===== config.mk =====
export PLATFORM = sky130hd
export DESIGN_NAME = egress_frame_reader
export DESIGN_NICKNAME = d
export VERILOG_FILES = /design/src/rtl/egress_frame_reader_pkg.sv /design/src/rtl/egress_frame_reader_axis_skid_buf.sv /design/src/rtl/egress_frame_reader.sv
export SDC_FILE = /design/constraint.sdc
export NUM_CORES = 1
export LEC_CHECK = 0
export CAP_MARGIN = 20
export CELL_PAD_IN_SITES_DETAIL_PLACEMENT = 1
export CELL_PAD_IN_SITES_GLOBAL_PLACEMENT = 1
export CORE_UTILIZATION = 37
export DETAILED_ROUTE_END_ITERATION = 7
export MAX_ROUTING_LAYER = met4
export PLACE_DENSITY_LB_ADDON = 0.12
export SLEW_MARGIN = 20
export SYNTH_ARGS = -nofsm -noshare
export SYNTH_HDL_FRONTEND = slang
export SYNTH_SLANG_ARGS = --single-unit
export TNS_END_PERCENT = 30

===== constraint.sdc =====
create_clock -name clk -period 3.87 [get_ports clk]
set_input_delay 0.774 -clock clk [delete_from_list [all_inputs] [get_ports clk]]
set_output_delay 0.774 -clock clk [all_outputs]
set_load 0.02 [all_outputs]

===== src/rtl/egress_frame_reader_pkg.sv =====
// Shared types and constants for the egress frame reader: sideband descriptor
// layout, AXI-stream source/sink bundles and the reader state encoding.
package egress_frame_reader_pkg;

   localparam int MAX_FRAME_HWORDS = 759;
   localparam int SB_DROP_BIT      = 19;
   localparam int SB_LEN_LSB       = 0;
   localparam int SB_LEN_W         = 11;

   typedef struct packed {
      logic        drop;
      logic [7:0]  rsvd;
      logic [10:0] len;
   } sideband_t;

   typedef struct packed {
      logic [15:0] tdata;
      logic        tvalid;
      logic        tlast;
   } axis_source_t;

   typedef struct packed {
      logic tready;
   } axis_sink_t;

   typedef enum logic [1:0] {
      ST_IDLE    = 2'd0,
      ST_SB_WAIT = 2'd1,
      ST_STREAM  = 2'd2,
      ST_DROP    = 2'd3
   } state_t;

   function automatic sideband_t sb_unpack(input logic [19:0] word);
      sideband_t sb;
      sb.drop = word[SB_DROP_BIT];
      sb.rsvd = word[SB_DROP_BIT-1:SB_LEN_LSB+SB_LEN_W];
      sb.len  = word[SB_LEN_LSB +: SB_LEN_W];
      return sb;
   endfunction

endpackage


===== src/rtl/egress_frame_reader_axis_skid_buf.sv =====
// Two-entry data+last buffer whose head entry drives an AXI-stream source.
// Head only changes on a handshake or when loaded from empty, so the stream stays stable under backpressure.
module egress_frame_reader_axis_skid_buf
   import egress_frame_reader_pkg::*;
(
   input  logic         clk,
   input  logic         reset,
   input  logic         push,
   input  logic [15:0]  data,
   input  logic         last,
   input  logic         tready,
   output logic [1:0]   count,
   output axis_source_t source
);

   logic [15:0] r_data0;
   logic [15:0] r_data1;
   logic        r_last0;
   logic        r_last1;
   logic [1:0]  r_count;
   logic        w_pop;

   assign w_pop = (r_count != 2'd0) && tready;

   // entry storage and occupancy; push and pop together leave the count unchanged
   always_ff @(posedge clk) begin
      if (reset) begin
         r_data0 <= 16'd0;
         r_data1 <= 16'd0;
         r_last0 <= 1'b0;
         r_last1 <= 1'b0;
         r_count <= 2'd0;
      end else begin
         case ({push, w_pop})
            2'b10: begin
               if (r_count == 2'd0) begin
                  r_data0 <= data;
                  r_last0 <= last;
                  r_count <= 2'd1;
               end else if (r_count == 2'd1) begin
                  r_data1 <= data;
                  r_last1 <= last;
                  r_count <= 2'd2;
               end else begin
                  r_count <= r_count;
               end
            end
            2'b01: begin
               r_data0 <= r_data1;
               r_last0 <= r_last1;
               r_count <= r_count - 2'd1;
            end
            2'b11: begin
               if (r_count == 2'd1) begin
                  r_data0 <= data;
                  r_last0 <= last;
               end else begin
                  r_data0 <= r_data1;
                  r_last0 <= r_last1;
                  r_data1 <= data;
                  r_last1 <= last;
               end
            end
            default: begin
               r_count <= r_count;
            end
         endcase
      end
   end

   assign count         = r_count;
   assign source.tvalid = (r_count != 2'd0);
   assign source.tdata  = r_data0;
   assign source.tlast  = r_last0;

endmodule


===== src/rtl/egress_frame_reader.sv =====
// Pops a sideband descriptor per frame, then streams or discards that frame's
// half-words from the frame FIFO; legal frames go out as AXI-stream with tlast.
module egress_frame_reader
   import egress_frame_reader_pkg::*;
#(
   parameter int LEN_W   = SB_LEN_W,
   parameter int MAX_LEN = MAX_FRAME_HWORDS,
   parameter int CNT_W   = 16
) (
   input  logic             clk,
   input  logic             reset,
   input  logic             en,
   output logic             sb_ren,
   input  logic [19:0]      sb_rdata,
   input  logic             sb_empty,
   output logic             frame_ren,
   input  logic [19:0]      frame_rdata,
   input  logic             frame_empty,
   output axis_source_t     egress_source,
   input  axis_sink_t       egress_sink,
   output logic             len_err,
   output logic [CNT_W-1:0] frames_sent,
   output logic [CNT_W-1:0] frames_dropped
);

   state_t           r_state;
   state_t           w_next;
   logic [LEN_W-1:0] r_rem;
   logic [LEN_W-1:0] w_rem_cur;
   logic [LEN_W-1:0] w_rem_nxt;
   logic             r_inflight;
   logic             r_inflight_last;
   logic [CNT_W-1:0] r_sent;
   logic [CNT_W-1:0] r_dropped;
   logic             w_sent_inc;
   logic             w_drop_inc;
   logic [1:0]       w_count;
   logic             w_pop;
   logic             w_push;
   logic [2:0]       w_occ;
   sideband_t        w_sb;
   logic [LEN_W-1:0] w_len;
   logic             w_unused_bits;

   assign w_sb          = sb_unpack(sb_rdata);
   assign w_len         = LEN_W'(w_sb.len);
   assign w_unused_bits = ^{frame_rdata[19:16], w_sb.rsvd};

   assign w_pop  = egress_source.tvalid && egress_sink.tready;
   assign w_push = r_inflight && (r_state == ST_STREAM);
   // words held plus the one returning now, less the one leaving this cycle
   assign w_occ  = {1'b0, w_count} + {2'b00, r_inflight} - {2'b00, w_pop};

   egress_frame_reader_axis_skid_buf u_skid (
      .clk    (clk),
      .reset  (reset),
      .push   (w_push),
      .data   (frame_rdata[15:0]),
      .last   (r_inflight_last),
      .tready (egress_sink.tready),
      .count  (w_count),
      .source (egress_source)
   );

   // next-state, FIFO strobes, error pulse and counter increments
   always_comb begin
      w_next     = r_state;
      sb_ren     = 1'b0;
      frame_ren  = 1'b0;
      len_err    = 1'b0;
      w_sent_inc = 1'b0;
      w_drop_inc = 1'b0;
      w_rem_cur  = r_rem;
      if (reset) begin
         w_next = ST_IDLE;
      end else begin
         case (r_state)
            ST_IDLE: begin
               if (en && !sb_empty) begin
                  sb_ren = 1'b1;
                  w_next = ST_SB_WAIT;
               end else begin
                  w_next = ST_IDLE;
               end
            end
            ST_SB_WAIT: begin
               w_rem_cur = w_len;
               if (w_len == {LEN_W{1'b0}}) begin
                  len_err = 1'b1;
                  w_next  = ST_IDLE;
               end else if (w_len > LEN_W'(MAX_LEN)) begin
                  len_err = 1'b1;
                  w_next  = ST_DROP;
               end else if (w_sb.drop) begin
                  w_next = ST_DROP;
               end else begin
                  // first read issues here so the head word is valid two cycles later
                  frame_ren = !frame_empty;
                  w_next    = ST_STREAM;
               end
            end
            ST_STREAM: begin
               frame_ren = !frame_empty && (r_rem != {LEN_W{1'b0}}) && (w_occ < 3'd2);
               if (w_pop && egress_source.tlast) begin
                  w_sent_inc = 1'b1;
                  w_next     = ST_IDLE;
               end else begin
                  w_next = ST_STREAM;
               end
            end
            ST_DROP: begin
               frame_ren = !frame_empty && (r_rem != {LEN_W{1'b0}});
               if ((r_rem == {LEN_W{1'b0}}) && r_inflight) begin
                  w_drop_inc = 1'b1;
                  w_next     = ST_IDLE;
               end else begin
                  w_next = ST_DROP;
               end
            end
            default: begin
               w_next = ST_IDLE;
            end
         endcase
      end
      w_rem_nxt = frame_ren ? (w_rem_cur - {{(LEN_W-1){1'b0}}, 1'b1}) : w_rem_cur;
   end

   // state, remaining-word count, in-flight read tracking and frame counters
   always_ff @(posedge clk) begin
      if (reset) begin
         r_state         <= ST_IDLE;
         r_rem           <= {LEN_W{1'b0}};
         r_inflight      <= 1'b0;
         r_inflight_last <= 1'b0;
         r_sent          <= {CNT_W{1'b0}};
         r_dropped       <= {CNT_W{1'b0}};
      end else begin
         r_state         <= w_next;
         r_rem           <= w_rem_nxt;
         r_inflight      <= frame_ren;
         r_inflight_last <= frame_ren && (w_rem_cur == {{(LEN_W-1){1'b0}}, 1'b1});
         if (w_sent_inc) begin
            r_sent <= r_sent + {{(CNT_W-1){1'b0}}, 1'b1};
         end
         if (w_drop_inc) begin
            r_dropped <= r_dropped + {{(CNT_W-1){1'b0}}, 1'b1};
         end
      end
   end

   assign frames_sent    = r_sent;
   assign frames_dropped = r_dropped;

endmodule


==> results.toml <==
[outcome]
status = "complete, no violations"

[cts]
cts_buffer_depth = 2
post_cts_buffers = 0
holdBufCountCts = 0
clock-root-buffer = "clkbuf_8"
cts_tree = "yes"
htreeDepth = 3
clkLatencyLatePin_ns = 0.36
clk_pin_slew_ns = 0.09
cts.sinks = 83
cts_resized = 10
cts_buffers = 9

[global_route]
grt_pass1_vias = 3602
track_usage_pct = 19.67
grt_pass1_wl_mm = 17.34
grt_max_degree = 89
antenna_found_initial = 0
grt-ovfl-total = 0

[worst_setup_path]
worstPathMaxFanout = 2
crit_path_end_kind = "output port"
arrival_ns = 2.89
startpoint = "egress_sink"
cp_num_buf_inv = 2
crit_chain = "dlygate4sd2_1, nor2b_4, ha_1, nand2b_4, fa_2, a21oi_1, nor4b_2, nor2_1, nor2_1, buf_4"
max_stage_delay_ns = 0.52
rr_startpoint = "u_skid.count[0]"
start_kind = "input pin"
crit_top_cell = "nor2_1"
critical_path_required_ns = 3.10
slowest_stage = "fa_2"
cp_top_family = "simple AND/OR/NAND/NOR gates"
worst-setup-path-type = "in -> out"

[yosys]
synthCells = 461
yosys-top-cells-area = "dfxtp_1 41%, nor2_1 8.5%, mux2i_1 7.4%"
ys_warn_count = 0
postSynthAreaPerCell_sq_um = 8.767
synthesis.area_sq_um = 4041
synth_area_leader_cell = "dfxtp_1"
yosysTopAreaCellShare_pct = 41.11
ys_dominant_reg_cell = "dfxtp_1"
syn-num-nets = 518
synth-edff-count = 0
async_reset_ff_share_pct = 0
synth-seq-cells = 83
synthDistinctLibCells = 53
yosysSeqAreaShare_pct = 41.11

[routing]
wl_per_cell_um = 14.96
routed-via-count = 3616
dr.pass1.iters = 4
totalWireLength_mm = 10.31
drc = 0
avgViaCountPerCell = 5.248
drtIter0Drc = 88
ant_nets = 0

[timing]
worst_slew_pin_slew_ns = 0.6441
period_needed_ns = 3.664
skew_ns = 0.01367
setup_ws_ns = 0.2060
rsz0062_at_grt = "no"
slew_headroom_pct = 56.96
max_freq_mhz = 272.9
fin_crit_sh_pct = 94.68
hold_viol_final = 0
finalMaxSlewViolations = 0
setup_viol = 0

[final_layout]
final_cell_area_sq_um = 5308
area_growth_pct = 31.33
final_nets = 605
fin_util_pct = 50.73
multi_input_area_sq_um = 2256
regArea_sq_um = 1662
insertedDiodeCount = 0
fillers = 1255
drive_above_1_share_pct = 9.403

[pwr]
peakVddDrop_uv = 173.7
p_total_uw = 1785
p_per_area_nw_per_um2 = 336.3
power_leakage_uw = 0.001998

[worst_hold_path]
worstHoldStart = "u_skid.r_data0[10]"
hold_class = "reg -> reg"

[place]
port_buffers = 86
routabilityCongestion = 0.8663
dpl_worst_slack_ns = -0.5170
dpl_cell_area_sq_um = 5059
dp_hpwl_mm = 7.432

[floorplanning]
design.die.area_sq_um = 11340
die_h_um = 106.5
io_pins = 99
die_x_um = 106.5
start_util_pct = 38.63
rows = 37
core_sq_um = 10460

[flow_run]
maxCapViolCount = 0
stage by stage:
stage	hold slack, ns	instances	setup TNS (ns)
floorplan	0.4608	461	0
global placement	0.4759	673	-0.4753
detailed placement	0.4946	673	-0.5170
CTS	0.5098	689	0
global route	0.5263	689	0
finish	0.5047	689	0
final timing paths:
check | to | slack (ns) | depth (start not counted)
worst max register to register | r_rem[6] | 0.96 | 12
worst min-delay path | u_skid.r_data0[10] | 0.50 | 2
worst max-delay path | frame_ren | 0.21 | 10
worst min register to register | u_skid.r_data0[10] | 0.50 | 2
worst register-to-register path, stage by stage (launching register included):
cell	delay [ns]
dfxtp_1	0.36
inv_1	0.09
ha_1	0.25
nor2b_4	0.14
ha_1	0.23
nand2b_4	0.14
fa_2	0.52
a21oi_1	0.07
nor4b_2	0.33
buf_4	0.20
o21ai_1	0.16
o21a_1	0.23
nor3_1	0.11
Yosys cell counts (2+ instances only):
cell type,instances
nor2_1,91
dfxtp_1,83
mux2i_1,30
nand2_1,28
a211oi_1,18
xor2_1,18
a22oi_1,17
xnor2_1,15
a21oi_1,13
clkbuf_1,13
nor3_1,13
o21ai_0,11
ha_1,10
inv_1,10
nand4_1,10
nor2b_1,8
nand3_1,7
o211ai_1,5
or3_1,5
and3_2,4
buf_2,4
nand2b_1,4
o21a_1,4
and3_1,3
nor4_1,3
o21ai_1,3
clkbuf_8,2
nand4b_1,2
or4_1,2
or4_4,2
cell families after synthesis:
logic type / Yosys count / share of synthesized area, %
DFF: 83 / 41.11
buffers and inverters: 31 / 3.592
xor gates and xnor gates: 33 / 7.152
muxes: 30 / 7.430
and+or+nand+nor: 195 / 24.24
adders and majority gates: 11 / 3.591
AOI/OAI and AO/OA: 78 / 12.88
registers in the layout, indices dropped and copies added (netlist names):
register / flops
frames_dropped: 16
frames_sent: 16
u_skid.r_data0: 16
u_skid.r_data1: 16
r_rem: 11
r_state: 2
u_skid.count: 2
r_inflight: 1
r_inflight_last: 1
u_skid.r_last0: 1
u_skid.r_last1: 1
final cells by class:
cell class / instances / share of cell area [%]
Multi-Input combinational cell: 347 / 42.50
Sequential cell: 83 / 31.31
Timing Repair Buffer: 97 / 17.85
Clock inverter: 5 / 1.579
Clock buffer: 11 / 2.852
Inverter: 10 / 0.7072
Tap cell: 136 / 3.206
power breakdown:
group	switching, uW	internal (uW)
clock network	329	401
logic	93.0	89.2
registers	9.82	863
routing by layer:
| metal | share of wire (%) | routed length [um] | vias up | GRT usage, % |
|---|---|---|---|---|
| met5 | 0 | 0 | - | - |
| met4 | 0.91 | 94 | 0 | 6.849 |
| met3 | 2.8 | 293 | 7 | 3.188 |
| met2 | 50 | 5131 | 57 | 33.44 |
| met1 | 46 | 4786 | 1757 | 23.57 |
| li1 | - | - | 1795 | - |
cell usage in the layout (no fill, tap or decap), drive strengths merged, types with 11 or more instances in the layout:
| cell | instances |
|---|---|
| clkbuf | 11 |
| buf | 13 |
| a21oi | 14 |
| inv | 11 |
| xor2 | 18 |
| nor3 | 13 |
| dfxtp | 83 |
| a211oi | 18 |
| xnor2 | 15 |
| nand2 | 28 |
| o21ai | 14 |
| nor2 | 91 |
| mux2i | 30 |
| clkdlybuf4s50 | 83 |
| a22oi | 17 |
No activity file was read; power rests on OpenSTA's default activity.
